===== config.mk =====
export PLATFORM = sky130hd
export DESIGN_NAME = ber_sequencer
export DESIGN_NICKNAME = d
export VERILOG_FILES = /design/src/rtl/ber_seq_pkg.sv /design/src/rtl/prbs_period_counter.sv /design/src/rtl/ber_sequencer.sv
export SDC_FILE = /design/constraint.sdc
export NUM_CORES = 1
export LEC_CHECK = 0
export ABC_CLOCK_PERIOD_IN_PS = 3600
export CORE_MARGIN = 4
export CORE_UTILIZATION = 30
export CTS_CLUSTER_DIAMETER = 200
export DETAILED_ROUTE_END_ITERATION = 16
export MAX_ROUTING_LAYER = met4
export PLACE_DENSITY = 0.51
export RECOVER_POWER = 25
export SETUP_SLACK_MARGIN = 0.05
export SYNTH_ARGS = -nofsm -noshare
export SYNTH_HDL_FRONTEND = slang
export SYNTH_SLANG_ARGS = --single-unit

===== constraint.sdc =====
create_clock -name clk -period 3.6 [get_ports clk]
set_input_delay 1.08 -clock clk [delete_from_list [all_inputs] [get_ports clk]]
set_output_delay 1.08 -clock clk [all_outputs]
set_load 0.01 [all_outputs]

===== src/rtl/ber_seq_pkg.sv =====
// Shared definitions for the BER sequencer: state encoding, default PRBS
// period and width helpers for the symbol and period counters.
package ber_seq_pkg;

    typedef enum logic [2:0] {
        ST_IDLE  = 3'd0,
        ST_WAIT  = 3'd1,
        ST_SYNC  = 3'd2,
        ST_COUNT = 3'd3,
        ST_DONE  = 3'd4,
        ST_FAIL  = 3'd5
    } state_t;

    localparam int DEFAULT_PRBS_LEN = 511;

    // Smallest symbol-counter width that can hold a full alignment sweep.
    function automatic int min_cnt_width(input int prbs_len);
        return $clog2(prbs_len * prbs_len + 1);
    endfunction

    function automatic int period_width(input int prbs_len);
        return (prbs_len > 1) ? $clog2(prbs_len) : 1;
    endfunction

endpackage


===== src/rtl/prbs_period_counter.sv =====
// Modulo-LEN counter with enable, synchronous clear and terminal-count flag;
// also used to walk the PRBS comparator address.
module prbs_period_counter
    import ber_seq_pkg::*;
#(
    parameter int LEN = DEFAULT_PRBS_LEN,
    parameter int W   = period_width(LEN)
) (
    input  logic         clk,
    input  logic         srst,
    input  logic         clear,
    input  logic         en,
    output logic [W-1:0] count,
    output logic         terminal
);

    localparam logic [W-1:0] LAST = W'(LEN - 1);

    logic [W-1:0] count_reg;
    logic [W-1:0] count_next;

    assign terminal = (count_reg == LAST);
    assign count    = count_reg;

    always_comb begin
        count_next = count_reg;
        if (clear) begin
            count_next = '0;
        end else if (en) begin
            count_next = terminal ? '0 : count_reg + 1'b1;
        end
    end

    always_ff @(posedge clk) begin
        if (srst) begin
            count_reg <= '0;
        end else begin
            count_reg <= count_next;
        end
    end

endmodule


===== src/rtl/ber_sequencer.sv =====
// BER test phase sequencer: IDLE -> WAIT -> SYNC -> COUNT -> DONE/FAIL.
// Define BER_SEQUENCER_EARLY_EXIT_EN to leave SYNC at the first locked period boundary.
module ber_sequencer
    import ber_seq_pkg::*;
#(
    parameter int PRBS_LEN  = DEFAULT_PRBS_LEN,
    parameter int NUM_LANES = 2,
    parameter int CNT_W     = 32
) (
    input  logic                 clk,
    input  logic                 i_reset,
    input  logic                 i_en_rx,
    input  logic                 i_ctrl,
    input  logic                 i_restart,
    input  logic [CNT_W-1:0]     i_wait_len,
    input  logic [CNT_W-1:0]     i_cnt_len,
    input  logic [NUM_LANES-1:0] i_lock,
    output logic                 o_start_synchro,
    output logic                 o_prbs_cmp_curr_addr_done,
    output logic                 o_start_ber_counter,
    output logic                 o_done,
    output logic                 o_sync_fail,
    output logic [2:0]           o_state
);

    localparam int                PW          = period_width(PRBS_LEN);
    localparam logic [CNT_W-1:0]  SWEEP_LAST  = CNT_W'(PRBS_LEN * PRBS_LEN - 1);
    localparam logic [PW-1:0]     PERIOD_LAST = PW'(PRBS_LEN - 1);

    generate
        if (CNT_W < min_cnt_width(PRBS_LEN)) begin : g_bad_cnt_w
            $error("CNT_W too narrow for a PRBS_LEN*PRBS_LEN sweep");
        end
    endgenerate

    state_t           state_reg, state_next;
    logic [CNT_W-1:0] sym_cnt_reg, sym_cnt_next;
    logic [CNT_W-1:0] wait_len_reg, wait_len_next;
    logic [CNT_W-1:0] cnt_len_reg, cnt_len_next;
    logic [PW-1:0]    period_cnt;
    logic             period_term;
    logic             all_locked;
    logic             restart_req;
    logic             entry;
    logic             counting;
    logic             sweep_end;

    assign all_locked  = &i_lock;
    assign restart_req = i_en_rx && i_restart && (state_reg != ST_IDLE);
    // Symbol and period counters reach their terminal values together.
    assign sweep_end   = period_term && (sym_cnt_reg == SWEEP_LAST);
    assign counting    = (state_reg == ST_WAIT) || (state_reg == ST_SYNC) ||
                         (state_reg == ST_COUNT);

    prbs_period_counter #(
        .LEN (PRBS_LEN),
        .W   (PW)
    ) u_period (
        .clk      (clk),
        .srst     (i_reset),
        .clear    (entry || (state_reg != ST_SYNC)),
        .en       (i_ctrl && (state_reg == ST_SYNC)),
        .count    (period_cnt),
        .terminal (period_term)
    );

    always_comb begin
        state_next = state_reg;
        if (!i_en_rx) begin
            state_next = ST_IDLE;
        end else if (restart_req) begin
            state_next = ST_WAIT;
        end else begin
            case (state_reg)
                ST_IDLE: state_next = ST_WAIT;
                ST_WAIT: begin
                    if (wait_len_reg == '0) begin
                        state_next = ST_SYNC;
                    end else if (i_ctrl && (sym_cnt_reg == wait_len_reg - CNT_W'(1))) begin
                        state_next = ST_SYNC;
                    end
                end
                ST_SYNC: begin
                    if (i_ctrl) begin
                        if (sweep_end) begin
                            state_next = all_locked ? ST_COUNT : ST_FAIL;
                        end
`ifdef BER_SEQUENCER_EARLY_EXIT_EN
                        else if (period_term && all_locked) begin
                            state_next = ST_COUNT;
                        end
`endif
                    end
                end
                ST_COUNT: begin
                    if (i_ctrl && (cnt_len_reg != '0) &&
                        (sym_cnt_reg == cnt_len_reg - CNT_W'(1))) begin
                        state_next = ST_DONE;
                    end
                end
                ST_DONE, ST_FAIL: state_next = state_reg;
                default: state_next = ST_IDLE;
            endcase
        end
    end

    assign entry = (state_next != state_reg) || restart_req;

    always_comb begin
        sym_cnt_next  = sym_cnt_reg;
        wait_len_next = wait_len_reg;
        cnt_len_next  = cnt_len_reg;
        if (entry || !i_en_rx) begin
            sym_cnt_next = '0;
        end else if (i_ctrl && counting && (sym_cnt_reg != '1)) begin
            // Saturates so an unbounded COUNT window never wraps.
            sym_cnt_next = sym_cnt_reg + CNT_W'(1);
        end
        if (entry && (state_next == ST_WAIT)) begin
            wait_len_next = i_wait_len;
        end
        if (entry && (state_next == ST_COUNT)) begin
            cnt_len_next = i_cnt_len;
        end
    end

    always_ff @(posedge clk) begin
        if (i_reset) begin
            state_reg    <= ST_IDLE;
            sym_cnt_reg  <= '0;
            wait_len_reg <= '0;
            cnt_len_reg  <= '0;
        end else begin
            state_reg    <= state_next;
            sym_cnt_reg  <= sym_cnt_next;
            wait_len_reg <= wait_len_next;
            cnt_len_reg  <= cnt_len_next;
        end
    end

    assign o_start_synchro           = (state_reg == ST_SYNC);
    assign o_prbs_cmp_curr_addr_done = (state_reg == ST_SYNC) && (period_cnt == PERIOD_LAST);
    assign o_start_ber_counter       = (state_reg == ST_COUNT);
    assign o_done                    = (state_reg == ST_DONE);
    assign o_sync_fail               = (state_reg == ST_FAIL);
    assign o_state                   = state_reg;

endmodule

-- Word-level counts from Yosys, hierarchy flattened
Cells that the tools add are included.
- mux-type cells: 10
- equal/unequal tests: 14
- add/subtract/negate cells: 4
- reduce and logical (&&, ||, !) cells: 26
- operator list (kind ; count):
    32-bit == test ; 2
    32-bit by 1-bit subtractor with 32-bit output, second input constant ; 2
    32-bit by 1-bit adder with 32-bit output, second input constant ; 1
    32-bit by 18-bit == test with 1-bit output, second input constant ; 1
    32-bit zero test ; 1
    32-bit inequality test, second input constant ; 1
    32-bit nonzero test ; 1
    3-bit two-way mux ; 8
    3-bit one-hot mux with 5 select lines ; 1
    1-bit logical AND ; 12
    9-bit by 1-bit adder with 9-bit output, second input constant ; 1
    3-bit by 2-bit == test with 1-bit output, second input constant ; 3
    9-bit == test, second input constant ; 1
    9-bit two-way mux ; 1
    3-bit by 1-bit == test with 1-bit output, second input constant ; 2
    3-bit == test, second input constant ; 2
    2-bit OR reduction ; 3
    1-bit logical OR ; 5
    3-bit zero test ; 1
    3-bit by 2-bit inequality test with 1-bit output, second input constant ; 1
    3-bit inequality test ; 1
    3-bit nonzero test ; 1
    2-bit AND reduction ; 1
    1-bit zero test ; 1
- output and inout bits: 8
- flip-flop bits (word level): 108
- word-level logic and storage cells: 59

-- Depth between registers and ports, before layout
- word-level depth: 12
- gate-level depth with buffers: 16

-- By module
Synthesis repeated with hierarchy kept, for this count alone.
- cells, all modules: 975
- area, all modules: 7651.1 um^2
- by module, submodules not included (module ; cells an instance ; area each (um^2) ; times used):
    ber_sequencer ; 914 ; 7136.8 ; 1
    prbs_period_counter ; 61 ; 514.2 ; 1

-- Worst setup path before layout
No wires, ideal clock.
- path type: register to register
- from: reg wait_len_reg[0]
- to: reg wait_len_reg[10]
- buffers on the path: 4
- setup slack: 0.127 ns
- data required time: 3.528 ns
- library setup time: 0.072 ns
- arrival: 3.402 ns
- cell stages (with the launch flop): 17
- cell sequence: dfxtp_1 -> inv_1 -> ha_1 -> clkbuf_1 -> nor3b_1 -> clkbuf_1 -> and3b_1 -> a211oi_1 -> o32ai_1 -> o211ai_1 -> nor4_1 -> a31oi_1 -> nor2b_1 -> buf_2 -> nor3_4 -> buf_6 -> mux2i_1
- word-level cells in the longest chain between the ends: 11
- elaborated cells between the ends (all ways): 13
- classes of those cells: 1 x add/sub; 3 x eq/ne; 5 x mux; 4 x reduce/logical
- RTL lines (element ; line ; RTL):
    start, declared ; ber_sequencer.sv:38 ; logic [CNT_W-1:0] wait_len_reg, wait_len_next;
    start signal, assigned ; ber_sequencer.sv:136 ; wait_len_reg <= wait_len_next;
    32-bit by 1-bit subtractor with 32-bit output ; ber_sequencer.sv:79 ; end else if (i_ctrl && (sym_cnt_reg == wait_len_reg - CNT_W'(1))) begin
    32-bit == test ; ber_sequencer.sv:79 ;
    1-bit logical AND ; ber_sequencer.sv:79 ;
    3-bit two-way mux ; ber_sequencer.sv:79 ;
    3-bit two-way mux (*) ; ber_sequencer.sv:77 ; if (wait_len_reg == '0) begin
    3-bit one-hot mux with 5 select lines (*) ; ber_sequencer.sv:74 ; case (state_reg)
    3-bit two-way mux (*) ; ber_sequencer.sv:71 ; end else if (restart_req) begin
    3-bit two-way mux (*) ; ber_sequencer.sv:69 ; if (!i_en_rx) begin
    3-bit inequality test ; ber_sequencer.sv:107 ; assign entry = (state_next != state_reg) || restart_req;
    1-bit logical OR ; ber_sequencer.sv:107 ;
    1-bit logical AND (*) ; ber_sequencer.sv:119 ; if (entry && (state_next == ST_WAIT)) begin
Mark *: on every way between the ends. The rest lies on a longest branch, timed or not.
A chain may end at the register's enable or synchronous reset.

-- Worst setup path in the final report
- from: reg cnt_len_reg[12]
- to: reg wait_len_reg[31]
- word-level cells in the longest chain between the ends: 10
- elaborated cells between the ends (all ways): 13
- classes of those cells: 1 x add/sub; 3 x eq/ne; 4 x mux; 5 x reduce/logical
- RTL lines (element ; line ; RTL):
    start, declared ; ber_sequencer.sv:39 ; logic [CNT_W-1:0] cnt_len_reg, cnt_len_next;
    start signal, assigned ; ber_sequencer.sv:137 ; cnt_len_reg <= cnt_len_next;
    32-bit by 1-bit subtractor with 32-bit output / 32-bit nonzero test (equally long branches) ; ber_sequencer.sv:97, ber_sequencer.sv:96 ;
    32-bit == test / 1-bit logical AND (equally long branches) ; ber_sequencer.sv:97, ber_sequencer.sv:96 ;
    1-bit logical AND (*) ; ber_sequencer.sv:96 ; if (i_ctrl && (cnt_len_reg != '0) &&
    3-bit two-way mux (*) ; ber_sequencer.sv:96 ;
    3-bit one-hot mux with 5 select lines (*) ; ber_sequencer.sv:74 ;
    3-bit two-way mux (*) ; ber_sequencer.sv:71 ;
    3-bit two-way mux (*) ; ber_sequencer.sv:69 ;
    3-bit inequality test ; ber_sequencer.sv:107 ;
    1-bit logical OR ; ber_sequencer.sv:107 ;
    1-bit logical AND (*) ; ber_sequencer.sv:119 ;
Marked as above.

==> reports/results.ini <==
[sta]
setup_ws_ns=0.0629
tightest_slew_ns=0.705
rsz0062_at_grt=yes
final-max-slew-violation-count=0
setup-tns-final_ns=0
layout_worst_path_cycle_share=0.983
hold_viol=0
setup_viol=0
clock_skew_ns=0.00977
maxSlewHeadroom=0.530
whs_ns=0.503
max_freq_ghz=0.283
period_needed_ns=3.54

[cts]
cts.sinks=108
clock-root-buffer=clkbuf_16
cts_tree=yes
cts_buffer_depth=2
cts_inserted_buffers=9
htree_levels=3
clkSlewWorstSetupHoldPaths_ns=0.08
clk_latency_ns=0.37

[logic_synthesis]
synth_cell_types=70
muxShareOfSynthArea=0.0445
synth_compound_area_frac=0.147
synth_nets=1057
synth_edf_count=0
synthAdderAreaFrac=0.0114
yosys.area_share.simple=0.329
synth_xor_area_frac=0.135
synth_seq_cells=108
ys_seq_area_frac=0.282
synth_cells=979
ys_dominant_reg_cell=dfxtp_1
async_flop_share=0
synth_top_family_by_area=simple AND/OR/NAND/NOR gates
syn-cell-area_um2=7670
yosysWarnings=0
avgSynthCellArea_um2=7.84

[global_route]
grt_pass1_vias=7200
globalRoute.totalOverflow=0
grt_pass1_wl_um=37800
grt_use_total=0.168
use_met2=0.273
use_met1=0.224
antenna_found_initial=0
gr-usage-met3=0.0193
top_usage_layer=met2
grt_max_degree=50

[drt]
drc=0
via_per_inst=5.27
drt_iter0_drc=440
wl_per_cell_um=17.2
wl_um=24600
vias=7525
dr.pass1.iters=4
antenna_left=0

[finish]
layout_commonest_cell=dfxtp_1
antenna_cells=0
layout.nets=1172
final_cell_mix=dfxtp_1 (104), nor2_1 (101), buf_4 (87), nand2b_1 (71), clkdlybuf4s50_1 (71)
final_cells=1429
final_layout_size_suffix_gt1_frac=0.160
finalInstanceArea_um2=10200
syn2layout_area_growth_pct=32.3
fin_util=0.403

[worst_setup_path]
rrSetupSlack_ns=0.06
worstSetupEndpoint=wait_len_reg[31]$_SDFFE_PP0P_
worstPathArrival_ns=3.82
crit-reg2reg-launch=cnt_len_reg[12]$_SDFFE_PP0P_
ff2ff_path_depth=12
required_ns=3.89
crit_start=cnt_len_reg[12]$_SDFFE_PP0P_
reg2reg_to=wait_len_reg[31]$_SDFFE_PP0P_
critPathKind=reg -> reg
end_kind=register
worst-path-max-fanout=8
cp-start-kind=register

[place]
io_buffers=78
place_inst=1399
pre_cts_ws_ns=-0.751
place_area_um2=9330
gp_congestion=0.918
dp_hpwl_um=18000

[floorplanning]
num_rows=58
die-area_um2=28200
fp.dieW_um=168
die_y_um=168
io_pins=79
core-area_um2=25200
start_util=0.305

[pwr]
power_density_nw_per_um2=295
leakage_nw=3.64
vdd_drop_max_v=0.000259
power_mw=3.00

[status]
outcome=finished, final reports clean

[hold_path]
worstHoldPathType=reg -> reg

[job]
drv_cap=0

-- synthesized netlist by cell type, types with 8 or more instances --
| master | count | area [um^2] |
|---|---|---|
| clkbuf_1 | 59 | 221 |
| a31oi_1 | 10 | 62.6 |
| nand4b_1 | 8 | 70.1 |
| nand3_1 | 24 | 120 |
| mux2i_1 | 33 | 330 |
| xnor2_1 | 68 | 596 |
| a21oi_1 | 47 | 235 |
| nor3_1 | 36 | 180 |
| o31ai_1 | 34 | 255 |
| nor2b_1 | 8 | 50.1 |
| o21ai_0 | 14 | 70.1 |
| nor2_1 | 101 | 379 |
| or4_1 | 9 | 67.6 |
| buf_2 | 10 | 50.1 |
| xor2_1 | 50 | 438 |
| dfxtp_1 | 108 | 2160 |
| nand2b_1 | 72 | 450 |
| nand2_1 | 44 | 165 |
| and4_1 | 10 | 87.6 |
| nand4_1 | 60 | 375 |
| or3_1 | 13 | 81.3 |
| o211ai_1 | 9 | 67.6 |
| nor4_1 | 24 | 150 |
| inv_1 | 17 | 63.8 |
-- worst min path at each step --
stage	slack, ns	cells past startpoint	startpoint	endpoint
after floorplan	0.47	2	wait_len_reg[29]$_SDFFE_PP0P_	wait_len_reg[29]$_SDFFE_PP0P_
after global placement	0.48	2	wait_len_reg[29]$_SDFFE_PP0P_	wait_len_reg[29]$_SDFFE_PP0P_
after detailed placement	0.49	2	wait_len_reg[29]$_SDFFE_PP0P_	wait_len_reg[29]$_SDFFE_PP0P_
after CTS	0.51	2	wait_len_reg[29]$_SDFFE_PP0P_	wait_len_reg[29]$_SDFFE_PP0P_
after global routing	0.52	2	wait_len_reg[1]$_SDFFE_PP0P_	wait_len_reg[1]$_SDFFE_PP0P_
final	0.50	2	wait_len_reg[1]$_SDFFE_PP0P_	wait_len_reg[1]$_SDFFE_PP0P_
-- final cells by class --
cell class | count | area, um^2
Clock buffer | 10 | 229
Clock inverter | 6 | 72.6
Fill cell | 2560 | 15000
Inverter | 17 | 63.8
Multi-Input combinational cell | 774 | 5410
Sequential cell | 108 | 2170
Tap cell | 330 | 413
Timing Repair Buffer | 184 | 1800
-- critical path: stages, from the launching register on --
cell and delay (ns):
dfxtp_2 0.33, or4_4 0.57, or3_4 0.38, or4_4 0.49, a22oi_2 0.16, and4_4 0.27, nand4_4 0.15, o21ai_4 0.22
a31oi_4 0.12, nor3_4 0.22, buf_6 0.16, clkbuf_16 0.17, mux2i_1 0.19
-- report_power, final --
part           switching [mW]  internal, mW
combinational           0.354         0.348
clock                   0.498         0.548
sequential             0.0318          1.22
total                   0.884          2.12
-- metal layers --
layer	vias up	wire [um]
met3	25	591
met1	3603	12000
met2	118	11700
met5	-	0
met4	0	314
li1	3779	-
-- cells by family (layout without fill, tap and decap cells) --
logic type,count (synthesis),in the layout
xor+xnor,118,118
mux,34,34
buf+inv,97,217
fa+ha+maj,7,7
compound gates,165,165
simple gates,450,450
flops,108,108
-- what timing repair did --
action	4_1_cts	5_1_grt
gates resized for setup	16	44
endpoints found under the setup margin	104	103
hold buffers	0	0
gates cloned	1	5
buffers inserted	3	5
pin swaps	6	22
Note: power is estimated with default switching activity, not from simulation.
==> edit 1, RTL diff (same settings) <==
The parameter `CNT_W` goes from 32 to 40.
--- a/src/rtl/ber_sequencer.sv
+++ b/src/rtl/ber_sequencer.sv
@@ -5,7 +5,7 @@
 #(
     parameter int PRBS_LEN  = DEFAULT_PRBS_LEN,
     parameter int NUM_LANES = 2,
-    parameter int CNT_W     = 32
+    parameter int CNT_W     = 40
 ) (
     input  logic                 clk,
     input  logic                 i_reset,
Ports: changed (resized i_cnt_len and i_wait_len); port bits go from 79 to 95. The function was not compared with the original's and may differ.
==> edit 1 against the unedited design <==
The flow now finishes with violations (negative setup slack); sequential cell count increased by 24; final cell count up 35%; worst hold slack better by 0.98 ps; wire length rose by 38%; die area is 28% higher; synthesized area rose by 29%; worst setup slack worse by 310 ps; final area up 38%; clock power up 76%; first-iteration DRC count is 45% higher; total power up 42%; clock skew rose by 3.5 ps; largest power group is now clock; highest routed layer unchanged.
==> edit 1: results (changes against the unedited design) <==
Run status
  – Status: finished, violations left
  – Violated checks: negative setup slack

STA
  – Worst-margin pin slew: 586 ps (-119 ps)
  – # setup viols final: 129 (+129)
  – Final WS setup: -249 ps (-312 ps)
  – Clock skew: 13.2 ps (+3.46 ps)

GRT
  – First-pass GRT wire length: 54300 um (+44%)
  – Vias in the first global route: 9926 (+38%)
  – Met3 Use GR: 0.0332 (+0.0140)
  – Met1 usage: 0.259 (+0.0351)
  – GR Util met2: 0.295 (+0.0220)
  – Overall routing resource usage: 0.191 (+0.0234)
  – Largest net degree at the start of global routing: 81 (+62%)

Synthesis
  – Unique masters post-synth: 78 (+11%)
  – Mapped Cells: 1234 (+26%)
  – Dominant cells by area after synthesis: dfxtp_1 27%, xnor2_1 7.1%, nand2b_1 5.5%
  – Top post-synthesis cells by count: 132 x dfxtp_1, 89 x clkbuf_1, 88 x nand2b_1
  – Mapped Nets: 1328 (+26%)
  – Register area share after synthesis: 0.266 (-0.0153)

Routing
  – Post-DR wirelength/cell: 17.7 um (+2.4%)
  – Total number of vias: 10200 (+35%)
  – Number of vias per cell: 5.28 (+0.30%)
  – 1st-pass router iterations: 5 (+1)
  – Drt initial violations: 637 (+45%)

Worst setup path
  – Crit path arrival time: 4160 ps (+340 ps)
  – Cell family with most CP delay: simple AND/OR/NAND/NOR gates
  – CP max-delay cell: or4b_4
  – Crit Path Max Fanout: 19 (+11)
  – Slowest cell delay on critical path: 460 ps (-110 ps)

Pwr
  – Maximum vdd drop: 0.324 mV (+25%)
  – Leakage: 0.00517 uW (+42%)

Placed design
  – DPL Wire Length: 25600 um (+42%)
  – Buffers on Ports: 94 (+21%)
  – Setup WS pre-CTS: -945 ps (-195 ps)
  – Dpl cells: 1873 (+34%)
  – GPL Wtd Cong: 0.955 (+4.1%)

Finish
  – FILL cells: 3273 (+28%)
  – Proportion of layout cells with a drive suffix above 1: 0.259 (+0.0986)
  – Fin nets: 1565 (+34%)

Clocking
  – CTS Buf Count: 17 (+8)
  – Clk_lat worst skew: 430 ps (+60 ps)
  – Clock tree buffer depth: 2 (unchanged)
  – Htree depth: 4 (+1)
  – Clock transition at the registers of the reported paths: 60 ps (-20 ps)
-- edit 1: cell count changes in the layout (fill, tap and decap cells not counted), moves of 14 or more --
cell / change
buf_4: +126
nor3_2: +43
nor2_1: -42
dfxtp_1: +27
clkdlybuf4s50_1: +20
nand2b_1: +17
nor3_1: +17
nor4_1: +16
or4_1: +15
a21oi_1: +14
-- edit 1: metal layers --
metal	share of wire	up-vias	routed length (um)
met5	0	-	0
met4	0.020	0	674
met3	0.046	38	1560
met2	0.45	248	15300
met1	0.48	4847	16400
li1	-	5040	-
-- edit 1: final cells by class --
class                      count  area (um2)  share of cell area
clock buffer                  22         454              0.0323
multi-input combinational    970        7130               0.507
sequential                   132        2640               0.188
timing repair buffer         331        3050               0.217
tap                          442         553              0.0394
clock inverter                10         155              0.0110
inverter                      19        73.8             0.00525
-- edit 1: power breakdown --
group | internal (uW) | switching, uW | total [uW]
combinational | 458 | 439 | 897
clock | 1170 | 676 | 1850
sequential | 1490 | 33.3 | 1530
total | 3120 | 1150 | 4270
-- edit 1: tightest hold or removal path, delay by kind of cell (launching register included) --
| kind | cells | cell delay, ps |
|---|---|---|
| and+or+nand+nor | 1 | 70 |
| DFF | 1 | 330 |
| muxes | 1 | 50 |
-- edit 1: cells by family (layout without fill, tap and decap cells) --
kind of cell	Yosys count	after routing	synth area share
compound gates	212	212	0.149
simple gates	560	561	0.342
xor+xnor	142	142	0.126
flops	132	132	0.266
buf+inv	133	382	0.0587
fa+ha+maj	8	8	0.00984
mux	47	47	0.0477
-- edit 1: final timing paths --
check / startpoint / endpoint / slack, ps / cells past startpoint
min reg2reg: wait_len_reg[35] / wait_len_reg[35] / 500 / 2
min: wait_len_reg[35] / wait_len_reg[35] / 500 / 2
max reg2reg: cnt_len_reg[1] / sym_cnt_reg[19] / -250 / 16
max: cnt_len_reg[1] / sym_cnt_reg[19] / -250 / 16
-- edit 1: repair_timing --
| action | CTS | global route |
|---|---|---|
| gates resized for setup | 41 | 22 |
| endpoints found under the setup margin | 131 | 131 |
| setup buffers | 10 | 3 |
| pin swaps | 5 | 20 |
| gates cloned | 4 | 4 |
-- edit 1: stage by stage --
step	TNS [ps]	util	cell area, um2
after floorplan	-7460	-	10100
after global placement	-100440	0.393	12800
after detailed placement	-113630	0.393	12800
after CTS	-17490	0.425	13800
after global routing	-39010	0.432	14100
final	-22510	0.432	14100
==> edit 2, RTL diff (config.mk and constraints unchanged) <==
Made on the original files. Register the outputs `o_start_synchro`, `o_start_ber_counter` and `o_sync_fail`; this adds one clock of latency there. The other outputs are not delayed to match.
--- a/src/rtl/ber_sequencer.sv
+++ b/src/rtl/ber_sequencer.sv
@@ -138,11 +138,13 @@
         end
     end
 
-    assign o_start_synchro           = (state_reg == ST_SYNC);
     assign o_prbs_cmp_curr_addr_done = (state_reg == ST_SYNC) && (period_cnt == PERIOD_LAST);
-    assign o_start_ber_counter       = (state_reg == ST_COUNT);
     assign o_done                    = (state_reg == ST_DONE);
-    assign o_sync_fail               = (state_reg == ST_FAIL);
+    always_ff @(posedge clk) begin
+        o_start_synchro     <= (state_reg == ST_SYNC);
+        o_start_ber_counter <= (state_reg == ST_COUNT);
+        o_sync_fail         <= (state_reg == ST_FAIL);
+    end
     assign o_state                   = state_reg;
 
 endmodule
Function: changed (a bounded check fails within 4 cycles, from zero or initial values and one cycle with i_reset high).
==> edit 2 against the unedited design <==
Final area grew 0.63%; worst setup slack gained 37 ps; clock power shrank 6%; combinational power shrank 0.6%; non-clock buffer count grew 5; utilization grew 0.14 points; fmax grew 1.1%; total power shrank 0.98%; wire length grew 1.8%; sequential cell count grew 3; synthesized area grew 0.78%; largest cell class unchanged; largest power group unchanged.
==> edit 2: results (changes against the unedited design) <==
Pwr
  – Comb group: 698 uW (-0.6%)
  – Switching Fraction: 0.301 (+0.00602)
  – Leakage: 0.00364 uW (+0.10%)
  – Seq pwr share: 0.432 (+0.015)
  – Maximum vdd drop: 0.243 mV (-6.1%)

Finish
  – FILL cells: 2573 (+0.51%)
  – Register area: 0.00223 mm2 (+2.9%)
  – NonClk Buf Share: 0.182 (+0.00477)
  – Final instance area: 0.0102 mm2 (+0.63%)
  – Fin nets: 1180 (+0.68%)
  – Nonclk buf count: 189 (+2.7%)
  – Fraction of area in multi-input gates: 0.527 (-0.00651)
  – Fin cells: 1437 (+0.56%)
  – Proportion of layout cells with a drive suffix above 1: 0.169 (+0.00878)
  – Clock buf/inv share: 0.0269 (-0.00276)
  – Area grow syn2layout: 32.1%

Synthesis
  – Register area share after synthesis: 0.287 (+0.00558)
  – Compound-cell area share of the yosys netlist: 0.146 (-0.00114)
  – FF+latch count, synth: 111 (+2.8%)
  – Top post-synthesis cells by count: 111 x dfxtp_1, 101 x nor2_1, 72 x nand2b_1
  – Dominant cells by area after synthesis: dfxtp_1 29%, xnor2_1 7.7%, nand2b_1 5.8%
  – Mapped Nets: 1060 (+0.28%)
  – Adder-cell share of the synthesized area: 0.0113 (-0.0000886)
  – Mean Syn Cell Area: 7.88 um2 (+0.47%)
  – Synth Area in XOR/XNOR: 0.134 (-0.00105)

Placed design
  – GPL Wtd Cong: 0.891 (-2.9%)
  – Setup WS pre-CTS: -557 ps (+194 ps)
  – Dpl cells: 1408 (+0.64%)
  – Area after DPL: 0.00945 mm2 (+1.3%)
  – DPL Wire Length: 18300 um (+1.6%)

Routing
  – Number of vias per cell: 5.29 (+0.46%)
  – WL final: 25100 um (+1.8%)
  – Drt initial violations: 481 (+9.3%)
  – 1st-pass router iterations: 5 (+1)

GRT
  – Vias in the first global route: 7235 (+0.49%)
  – Largest net degree at the start of global routing: 53 (+6.0%)
  – First-pass GRT wire length: 38900 um (+2.9%)
  – Overall routing resource usage: 0.172 (+0.00432)

Worst setup path
  – Crit path arrival time: 3780 ps (-40 ps)
  – Worst flop-to-flop path startpoint: cnt_len_reg[9]
  – R2r endpoint: wait_len_reg[7]
  – Worst R2R Setup Slack: 100 ps (+40 ps)

Worst hold path
  – WHS Endpoint: wait_len_reg[29]
  – Startpoint of the worst hold path: wait_len_reg[29]

Run status
  – Status: complete, no violations
edit 2: changes by cell type after synthesis, sizes merged:
cell	change
dfxtp	+3
edit 2: worst max-delay path by stage:
| stage | cells after the start | end | from | slack, ps |
|---|---|---|---|---|
| floorplan | 16 | wait_len_reg[10] | wait_len_reg[0] | 130 |
| global placement | 11 | wait_len_reg[30] | i_ctrl | -610 |
| detailed placement | 11 | wait_len_reg[25] | i_ctrl | -560 |
| CTS | 12 | wait_len_reg[7] | cnt_len_reg[9] | 40 |
| global route | 16 | wait_len_reg[1] | cnt_len_reg[1] | -20 |
| finish | 12 | wait_len_reg[7] | cnt_len_reg[9] | 100 |
edit 2: layer usage:
metal	vias to the layer above	track usage	wire length (um)
met4	0	0.0515	471
met5	-	-	0
li1	3799	-	-
met1	3608	0.233	12000
met3	31	0.0220	1070
met2	164	0.269	11500
edit 2: repair_timing:
action,4_1_cts,5_1_grt
buffers inserted,1,7
gates cloned,1,5
hold buffers,0,0
setup endpoints to repair,103,103
pin swaps,5,33
gates resized for setup,8,53
